## src/rtl/addsub_pkg.sv

```systemverilog
// Shared types and helpers for the adder/subtractor result accumulator.
// Saturating accumulation is selected with ADDSUB_RESULT_ACC_SATURATE_EN.
package addsub_pkg;

    typedef enum logic [1:0] {
        IDLE  = 2'd0,
        ACCUM = 2'd1,
        EMIT  = 2'd2
    } state_e;

    localparam int DEFAULT_WIDTH = 32;

    // Signed overflow: operands agree in sign but the result does not.
    function automatic logic ovf_detect(
        input logic a_sign,
        input logic b_sign,
        input logic r_sign
    );
        return (a_sign == b_sign) && (r_sign != a_sign);
    endfunction

endpackage

```

## src/rtl/addsub_acc_adder.sv

```systemverilog
// Combinational accumulator adder with signed overflow detection.
// Clamps on overflow when ADDSUB_RESULT_ACC_SATURATE_EN is defined.
module addsub_acc_adder
    import addsub_pkg::*;
#(
    parameter int WIDTH     = DEFAULT_WIDTH,
    parameter int ACC_WIDTH = 40
) (
    input  logic [ACC_WIDTH-1:0] acc_i,
    input  logic [WIDTH-1:0]     sum_i,
    output logic [ACC_WIDTH-1:0] res_o,
    output logic                 ovf_o
);

    localparam int MSB = ACC_WIDTH - 1;

    logic [ACC_WIDTH-1:0] b_ext;
    logic [ACC_WIDTH-1:0] raw;

    always_comb begin
        b_ext = ACC_WIDTH'($signed(sum_i));
        raw   = acc_i + b_ext;
        ovf_o = ovf_detect(acc_i[MSB], b_ext[MSB], raw[MSB]);
`ifdef ADDSUB_RESULT_ACC_SATURATE_EN
        // Operand sign picks the rail the wrapped result overshot.
        if (ovf_o) begin
            if (acc_i[MSB]) begin
                res_o = {1'b1, {(ACC_WIDTH-1){1'b0}}};
            end else begin
                res_o = {1'b0, {(ACC_WIDTH-1){1'b1}}};
            end
        end else begin
            res_o = raw;
        end
`else
        res_o = raw;
`endif
    end

endmodule

```

## src/rtl/addsub_result_acc.sv

```systemverilog
// Burst accumulator for the adder/subtractor result stream.
// Optional clamping arithmetic: define ADDSUB_RESULT_ACC_SATURATE_EN.
module addsub_result_acc
    import addsub_pkg::*;
#(
    parameter int  WIDTH     = DEFAULT_WIDTH,
    parameter int  ACC_WIDTH = 40,
    parameter int  BURST_LEN = 4,
    localparam int CW        = $clog2(BURST_LEN + 1)
) (
    input  logic                 CLK,
    input  logic                 RST_N,
    input  logic                 CLR,
    input  logic                 IN_VALID,
    output logic                 IN_READY,
    input  logic [WIDTH-1:0]     SUM,
    input  logic                 MODE,
    output logic                 OUT_VALID,
    input  logic                 OUT_READY,
    output logic [ACC_WIDTH-1:0] ACC,
    output logic [CW-1:0]        SUB_CNT,
    output logic                 OVF
);

    state_e               state_q, state_d;
    logic [ACC_WIDTH-1:0] acc_q, acc_d;
    logic [CW-1:0]        sub_q, sub_d;
    logic [CW-1:0]        cnt_q, cnt_d;
    logic                 ovf_q, ovf_d;

    logic [ACC_WIDTH-1:0] add_res;
    logic                 add_ovf;
    logic                 accept;

    addsub_acc_adder #(
        .WIDTH    (WIDTH),
        .ACC_WIDTH(ACC_WIDTH)
    ) u_adder (
        .acc_i(acc_q),
        .sum_i(SUM),
        .res_o(add_res),
        .ovf_o(add_ovf)
    );

    assign IN_READY  = (state_q != EMIT) && !CLR;
    assign OUT_VALID = (state_q == EMIT);
    assign accept    = IN_VALID && IN_READY;

    assign ACC     = acc_q;
    assign SUB_CNT = sub_q;
    assign OVF     = ovf_q;

    always_comb begin
        state_d = state_q;
        acc_d   = acc_q;
        sub_d   = sub_q;
        cnt_d   = cnt_q;
        ovf_d   = ovf_q;
        if (CLR) begin
            state_d = IDLE;
            acc_d   = '0;
            sub_d   = '0;
            cnt_d   = '0;
            ovf_d   = 1'b0;
        end else begin
            case (state_q)
                IDLE, ACCUM: begin
                    if (accept) begin
                        acc_d = add_res;
                        sub_d = sub_q + CW'(MODE);
                        ovf_d = ovf_q | add_ovf;
                        cnt_d = cnt_q + CW'(1);
                        if (cnt_d == CW'(BURST_LEN)) begin
                            state_d = EMIT;
                        end else begin
                            state_d = ACCUM;
                        end
                    end
                end
                EMIT: begin
                    // Drain completes a cycle later; no bypass into a new burst.
                    if (OUT_READY) begin
                        state_d = IDLE;
                        acc_d   = '0;
                        sub_d   = '0;
                        cnt_d   = '0;
                        ovf_d   = 1'b0;
                    end
                end
                default: begin
                    state_d = IDLE;
                    acc_d   = '0;
                    sub_d   = '0;
                    cnt_d   = '0;
                    ovf_d   = 1'b0;
                end
            endcase
        end
    end

    always_ff @(posedge CLK or negedge RST_N) begin
        if (!RST_N) begin
            state_q <= IDLE;
            acc_q   <= '0;
            sub_q   <= '0;
            cnt_q   <= '0;
            ovf_q   <= 1'b0;
        end else begin
            state_q <= state_d;
            acc_q   <= acc_d;
            sub_q   <= sub_d;
            cnt_q   <= cnt_d;
            ovf_q   <= ovf_d;
        end
    end

endmodule

```

## config.mk

```make
export PLATFORM = sky130hd
export DESIGN_NAME = addsub_result_acc
export DESIGN_NICKNAME = d
export VERILOG_FILES = /design/src/rtl/addsub_pkg.sv /design/src/rtl/addsub_acc_adder.sv /design/src/rtl/addsub_result_acc.sv
export SDC_FILE = /design/constraint.sdc
export NUM_CORES = 1
export LEC_CHECK = 0
export ABC_AREA = 1
export ABC_CLOCK_PERIOD_IN_PS = 2100
export CAP_MARGIN = 10
export CORE_ASPECT_RATIO = 0.6
export CORE_MARGIN = 2
export CORE_UTILIZATION = 45
export CTS_CLUSTER_SIZE = 25
export DETAILED_ROUTE_END_ITERATION = 8
export PLACE_DENSITY_LB_ADDON = 0.25
export SLEW_MARGIN = 30
export SYNTH_ARGS = -nofsm -noshare
export SYNTH_HDL_FRONTEND = slang
export SYNTH_HIERARCHICAL = 1
export SYNTH_SLANG_ARGS = --single-unit
export TNS_END_PERCENT = 100
```

## constraint.sdc

```tcl
create_clock -name CLK -period 2.1 [get_ports CLK]
set_input_delay 0.315 -clock CLK [delete_from_list [all_inputs] [get_ports CLK]]
set_output_delay 0.315 -clock CLK [all_outputs]
set_load 0.005 [all_outputs]
```

==> results of run 1 <==
kinds of logic (layout without fill, tap and decap cells):
| kind of cell | count (synthesis) | after routing |
|---|---|---|
| buffers and inverters | 154 | 357 |
| AND/OR/NAND/NOR | 483 | 483 |
| adder cells (fa/ha/maj) | 44 | 44 |
| AO/OA/AOI/OAI | 101 | 101 |
| XOR/XNOR | 22 | 22 |
| flip-flops | 49 | 49 |
how the worst max path moves through the flow:
stage	endpoint	slack, ns	depth (start not counted)
after floorplan	ACC[38]	0.07	13
after global placement	OVF	-0.47	14
after detailed placement	OVF	-0.56	14
after CTS	OVF	-0.001	16
after global routing	ACC[24]	-0.07	13
final	ACC[16]	0.03	12
metal layers:
layer  track usage, %  wire length, um  vias to the layer above
met5                0                0                        -
met3             4.81             1530                        8
met4             3.03               76                        0
met1             44.4             9210                     2776
li1                 -                -                     3035
met2             34.0             6820                      235
metrics by stage:
stage,total power [uW],cells,TNS [ns],util (%),setup slack (ns)
3_3_place_gp,7810,1188,-10.14,61.8,-0.468
3_5_place_dp,7860,1188,-11.46,61.8,-0.564
2_1_floorplan,5030,853,0,-,0.0659
6_report,10700,1216,0,72.7,0.0281
4_1_cts,9250,1198,-0.00138,65.1,-0.00138
5_1_grt,11400,1216,-0.457,72.7,-0.0706
area by class of cell:
type / count / area, um2
repair buffers: 210 / 1860
fillers: 890 / 3090
flip-flops and latches: 49 / 1230
well taps: 160 / 200
clock inverters: 3 / 65.1
inverters: 139 / 522
clock buffers: 5 / 125
multi-input cells: 650 / 4250
registers in the layout, summed over array words and instances, names as in the netlist:
register  count
SUB_CNT       3
cnt_q         3
ACC          40
state_q       2
OVF           1
critical path, delay by kind of cell (launching register included):
family          cells  cell delay (ns)
fa+ha+maj           2             0.56
xor+xnor            1             0.14
compound gates      1             0.12
buf+inv             1             0.14
simple gates        7             0.64
flops               1             0.41
power groups by stage:
| stage | clock [uW] | combinational (uW) | sequential (uW) |
|---|---|---|---|
| global placement | 0 | 6260 | 1550 |
| floorplan | 0 | 3460 | 1570 |
| detailed placement | 0 | 6310 | 1550 |
| finish | 1080 | 7920 | 1660 |
| global route | 1130 | 8600 | 1710 |
| CTS | 1100 | 6560 | 1590 |
layout by cell type (no fill, tap or decap), types with 5 or more instances in the layout:
master           instances
a21oi_1                 15
a21oi_2                 15
buf_4                  123
clkbuf_16                5
clkdlybuf4s50_1         60
dfrtp_1                 49
dlymetal6s2s_1          20
ha_1                     9
ha_4                    33
inv_1                  134
inv_2                    5
nand2_1                303
nand2_2                 50
nand2_4                 12
nand3_1                 24
nand3_2                  7
nor2_1                  34
nor2_2                  24
nor2_4                   9
nor3_2                   8
o21ai_0                 13
o21ai_1                 16
o21ai_2                 35
xnor2_1                  5
xor2_1                  15
what timing repair did:
item,4_1_cts,5_1_grt
resized for setup,26,177
gates cloned,0,0
setup buffers,2,18
pin swaps,5,59
setup endpoints to repair,18,27
hold buffers,0,0
==> summary.txt, run 1 <==
Yosys
  – Synth Area in Compound Gates: 12.3%
  – Synth Area in Adders: between 10% and 20%
  – Post-Synthesis Cell Area: approximately 0.0052 mm2
  – Post-synth top area share: 25.1%
  – Yosys warnings: 6
  – Largest family of logic cells by synthesized area: simple AND/OR/NAND/NOR gates
  – Post-Syn Instances: ~850
  – Ranking of synthesized cells by area: nand2_1 (25%), dfrtp_1 (23%), ha_1 (10%), inv_1 (9.9%), o21ai_2 (5.7%)
  – Commonest cells in the netlist: nand2_1 (351), inv_1 (138), nor2_1 (58)
  – Seq/Total Area, Yosys: 23.4%
  – Number of synthesized flops with an enable pin: 0
  – Yosys reg bits: just under 50
  – Synth area leader: nand2_1
  – Simple-gate area share of the yosys netlist: a little under two fifths
  – Syn Area/Cell: 6.15 um2
  – Net Count, Synth: ~940
  – Yosys cell types: 29
  – XOR/XNOR Fraction of Synth Area: between 3 and 4%
  – Asr flop ratio synth: 100%
  – Most common cell in the netlist: nand2_1
  – Ys flop type: dfrtp_1
  – Post-synthesis mux area share: 0%

Setup path
  – Element type at the critical path end: register
  – Crit-path cells: ha_4 > fa_2 > nand3_2 > nand3_4 > nand2_2 > nand3_2 > nand2_2 > nand2_4 > buf_6 > xor2_2 > nand2_1 > o21ai_2
  – Critical Path Fanout Max: 4
  – Worst Path Required: 2.33 ns
  – Crit. Startpoint: ACC[0]
  – FF-to-FF Start: ACC[0]
  – Crit path max-delay cell type: dfrtp_1
  – CP arrival: 2.30 ns
  – RR Endpoint: ACC[16]
  – Nature of the critical path startpoint: register
  – R2R Setup Slk: 0.03 ns
  – Worst path max stage delay: about 0.41 ns
  – CP Class: register to register
  – Worst Reg-to-Reg Cells: 12

Pwr
  – Internal: ~5800 uW
  – Part of the power in the clock network: 10.2%
  – NetSw: between 4000 and 5000 uW
  – Net Sw Frac: between 40% and 50%
  – Register share of total power: between 15 and 20%
  – Gate power share: between 70% and 80%
  – Maximum VDD drop: roughly 0.51 mV
  – Lkg Pwr: 0.00438 uW
  – PD cells: around 1300 mW/mm2

Routing
  – Total Wirelength: between 15000 and 20000 um
  – Detailed-route via count: between 6000 and 7000
  – DR DRC count: 0
  – Avg WL per Cell: between 10 and 15 um
  – Post-route ant nets: 0
  – Vias per cell: 4.98
  – First-iteration detailed-routing DRC count: about 480
  – 1st-pass router iterations: 5

Timing
  – Period utilization: 98.7%
  – RSZ-0062 raised after global routing: true
  – Final Skew: between 0.008 and 0.009 ns
  – Worst-margin pin slew: 0.696 ns
  – Min Tclk post-route: roughly 2.1 ns
  – Worst rel slew slack: between 50% and 60%
  – Max Freq: 0.483 GHz
  – WHS: 0.126 ns
  – Final Hold Violating Endpoints: 0
  – Pins Over Slew Limit: 0
  – Setup-failing EPs final: 0

Place
  – Placed Area: between 0.007 and 0.008 mm2
  – IO buf count: 83
  – DP HPWL: approximately 12000 um
  – Global placer's final weighted congestion: a little under 1

Floorplanning
  – Die W: 143 um
  – Initial Utilization: approximately 46%
  – Die height: 87.7 um
  – Row cnt: 30
  – Total die area: between 0.01 and 0.015 mm2
  – Top Ports: 84
  – Core Box Area: between 0.01 and 0.015 mm2

Global route
  – Global-route wire length before repair: 25800 um
  – Vias in the first global route: 5129
  – Initial antenna violation count: 0
  – Total Routing Usage GR: a little over a quarter
  – Remaining Overflow, GRT: 0
  – Largest net degree at the start of global routing: just over 60

Cells and area
  – Design area: approximately 0.0082 mm2
  – Layout cells sized above 1: roughly 33%
  – Nets: 1137
  – P&R area growth vs syn: 57.1%
  – Diode count: 0

Clocking
  – Clk buf depth: 2
  – CTS Buf Count: 5
  – CTS tree: yes
  – Clk Latency, worst-skew pair: 0.30 ns
  – H-tree Lvls: 2
  – Clk slew on worst S/H paths: approximately 0.070 ns
  – CTS root buf: clkbuf_16
  – Sink Count: 49

Run
  – Max-cap viol count: 0

Hold path
  – Worst hold path type: input port to asynchronous set/reset pin

Outcome
  – Status: finished, final reports clean
Power figures use the tool's default switching activity.
==> run 2, diff against run 1 <==
--- a/config.mk
+++ b/config.mk
@@ -13,6 +13,7 @@
 export CORE_UTILIZATION = 45
 export CTS_CLUSTER_SIZE = 25
 export DETAILED_ROUTE_END_ITERATION = 8
+export MAX_ROUTING_LAYER = met4
 export PLACE_DENSITY_LB_ADDON = 0.25
 export SLEW_MARGIN = 30
 export SYNTH_ARGS = -nofsm -noshare
==> run 2 against run 1 <==
Register-to-register slack better by 0.03 ns. Hold slack better by 0.015 ns. Critical path depth is 1 lower. Clock power hardly changed. Setup slack better by 0.026 ns. Cell count is 0.82% lower. Sequential share of layout area is 0.28 points higher. Critical endpoint is now ACC[22]. First-iteration DRC count is 19% higher. Die area stayed put. Largest power group unchanged. Core utilization is 1.3 points lower. Global-route usage is 1.2 points higher.
==> summary.txt, run 2 (synthesis gave the netlist of run 1 again) <==
Outcome
  – Status: finished, final reports clean (unchanged)

Global route
  – Global-route wire length before repair: 26300 um (was 25800 um)
  – Remaining Overflow, GRT: 0 (unchanged)
  – Largest net degree at the start of global routing: 57 (was 61)
  – Vias in the first global route: 5221 (was 5129)
  – Total Routing Usage GR: 27.4% (was 26.2%)
  – Initial antenna violation count: 0 (unchanged)

Pwr
  – Net Sw Frac: 45.7% (was 45.3%)
  – NetSw: 4840 uW (was 4830 uW)
  – Lkg Pwr: 0.00426 uW (was 0.00438 uW)
  – Part of the power in the clock network: 10.2% (about the same)
  – Maximum VDD drop: 0.543 mV (was 0.510 mV)
  – PD cells: 1310 mW/mm2 (was 1290 mW/mm2)
  – Gate power share: 74.0% (was 74.3%)
  – Internal: 5740 uW (was 5830 uW)
  – Power Total: 10600 uW (was 10700 uW)
  – Register share of total power: 15.8% (was 15.6%)

Place
  – DP HPWL: 12700 um (was 12500 um)
  – Setup WS pre-CTS: -0.534 ns (was -0.564 ns)
  – IO buf count: 83 (unchanged)
  – Placed Area: 0.00699 mm2 (was 0.00701 mm2)
  – Global placer's final weighted congestion: 1.01 (was 0.972)

Setup path
  – Nature of the critical path startpoint: register (unchanged)
  – CP arrival: 2.28 ns (was 2.30 ns)
  – Critical Path Fanout Max: 3 (was 4)
  – Worst path max stage delay: 0.43 ns (was 0.41 ns)
  – Crit-path cells: ha_4 > buf_4 > nand2_2 > inv_1 > nand2_1 > nand2_2 > a21oi_2 > nand3_4 > xor2_2 > nand2_1 > o21ai_2 (was ha_4 > fa_2 > nand3_2 > nand3_4 > nand2_2 > nand3_2 > nand2_2 > nand2_4 > buf_6 > xor2_2 > nand2_1 > o21ai_2)
  – Crit path max-delay cell type: dfrtp_1 (unchanged)
  – Element type at the critical path end: register (unchanged)
  – CP Class: register to register (unchanged)
  – Worst Path Required: 2.33 ns (about the same)

Timing
  – Final Hold Violating Endpoints: 0 (unchanged)
  – Worst-margin pin slew: 0.681 ns (was 0.696 ns)
  – Setup-failing EPs final: 0 (unchanged)
  – RSZ-0062 raised after global routing: true (unchanged)
  – Pins Over Slew Limit: 0 (unchanged)
  – Max Freq: 0.489 GHz (was 0.483 GHz)
  – Setup TNS: 0 ns (unchanged)
  – Worst setup margin: 0.0538 ns (was 0.0281 ns)
  – Period utilization: 97.4% (was 98.7%)
  – WHS: 0.141 ns (was 0.126 ns)
  – Min Tclk post-route: 2.05 ns (was 2.07 ns)
  – Worst rel slew slack: 54.6% (was 53.6%)
  – Final Skew: 0.00989 ns (was 0.00870 ns)

Routing
  – Post-route ant nets: 0 (unchanged)
  – DR DRC count: 0 (unchanged)
  – Vias per cell: 5.08 (was 4.98)
  – 1st-pass router iterations: 5 (unchanged)
  – First-iteration detailed-routing DRC count: 566 (was 476)
  – Avg WL per Cell: 14.8 um (was 14.5 um)
  – Detailed-route via count: 6121 (was 6054)
  – Total Wirelength: 17800 um (was 17600 um)

Cells and area
  – Layout cells sized above 1: 31.1% (was 32.6%)
  – Fill cells: 906 (was 890)
  – Seq. cell area: 0.00123 mm2 (unchanged)
  – P&R area growth vs syn: 54.2% (was 57.1%)
  – Largest register FFs: 40 (unchanged)
  – Area of the multi-input gates: 0.00420 mm2 (was 0.00425 mm2)
  – Diode count: 0 (unchanged)
  – Most frequent cells in the layout: nand2_1 (305), inv_1 (133), buf_4 (114) (was nand2_1 (303), inv_1 (134), buf_4 (123))
  – Most common cell after layout, fill and taps aside: nand2_1 (unchanged)
  – Nets: 1127 (was 1137)
  – Design area: 0.00809 mm2 (was 0.00824 mm2)

Floorplanning
  – Total die area: 0.0126 mm2 (unchanged)
  – Die height: 87.7 um (unchanged)
  – Core Box Area: 0.0113 mm2 (unchanged)
  – Initial Utilization: 46.3% (unchanged)
  – Die W: 143 um (unchanged)
  – Top Ports: 84 (unchanged)
  – Row cnt: 30 (unchanged)

Clocking
  – CTS Buf Count: 5 (unchanged)
  – Clk slew on worst S/H paths: 0.07 ns (about the same)
  – H-tree Lvls: 2 (unchanged)
  – CTS root buf: clkbuf_16 (unchanged)
  – Clk Latency, worst-skew pair: 0.30 ns (about the same)
  – Sink Count: 49 (unchanged)
  – CTS tree: yes (unchanged)
  – Clk buf depth: 2 (unchanged)

Hold path
  – Worst hold path type: input port to asynchronous set/reset pin (unchanged)

Run
  – Max-cap viol count: 0 (unchanged)
[run 2: changes by cell type in the layout (fill, tap and decap cells not counted), moves of 3 or more]
cell / before / now
buf_4: 123 / 114
nor2_2: 24 / 19
ha_4: 33 / 30
ha_1: 9 / 13
clkdlybuf4s50_1: 60 / 65
nor2_1: 34 / 38
dlymetal6s2s_1: 20 / 13
[run 2: cell type report]
cell class              instances  area share [%]
clock buffers                   5            1.55
clock inverters                 3           0.804
inverters                     139            6.45
multi-input cells             650            51.9
flip-flops and latches         49            15.2
well taps                     160            2.47
repair buffers                200            21.7
[run 2: timing repair]
| action | 4_1_cts | 5_1_grt |
|---|---|---|
| setup buffers | 2 | 10 |
| hold buffers | 0 | 0 |
| resized for setup | 25 | 158 |
| endpoints found under the setup margin | 18 | 27 |
| pin swaps | 5 | 56 |
| gates cloned | 0 | 0 |
[run 2: final timing paths]
check / cells past startpoint / slack, ns / start / endpoint
max: 11 / 0.05 / ACC[21] / ACC[22]
min: 2 / 0.14 / RST_N / SUB_CNT[0]
max reg2reg: 11 / 0.05 / ACC[21] / ACC[22]
min reg2reg: 2 / 0.52 / ACC[31] / ACC[31]
max in group asynchronous: 2 / 1.52 / RST_N / cnt_q[2]
min in group CLK: 2 / 0.52 / ACC[31] / ACC[31]
[run 2: critical path: cells and delay by family, from the launching register on]
family,cells,cell delay (ns)
AND/OR/NAND/NOR,5,0.54
flip-flops,1,0.43
AO/OA/AOI/OAI,2,0.33
adder cells (fa/ha/maj),1,0.25
XOR/XNOR,1,0.22
buffers and inverters,2,0.21
[run 2: metrics by stage]
| stage | utilization, % | std cells |
|---|---|---|
| CTS | 64.9 | 1196 |
| floorplan | - | 853 |
| global placement | 61.7 | 1186 |
| detailed placement | 61.7 | 1186 |
| finish | 71.4 | 1206 |
| global route | 71.4 | 1206 |
[run 2: power groups by stage]
stage | Clock, uW | Combinational, uW | Sequential (uW)
6_report | 1070 | 7830 | 1670
5_1_grt | 1130 | 8480 | 1710
4_1_cts | 1090 | 6590 | 1600
3_5_place_dp | 0 | 6350 | 1560
3_3_place_gp | 0 | 6270 | 1550
2_1_floorplan | 0 | 3460 | 1570
[run 2: per-layer routing]
metal / wire length, um / up-vias / GRT usage [%] / part of all wire, %
li1: - / 3018 / - / -
met1: 8950 / 2824 / 43.5 / 50
met2: 7010 / 265 / 34.8 / 39
met3: 1760 / 14 / 6.45 / 9.9
met4: 120 / 0 / 3.65 / 0.67
met5: 0 / - / - / 0
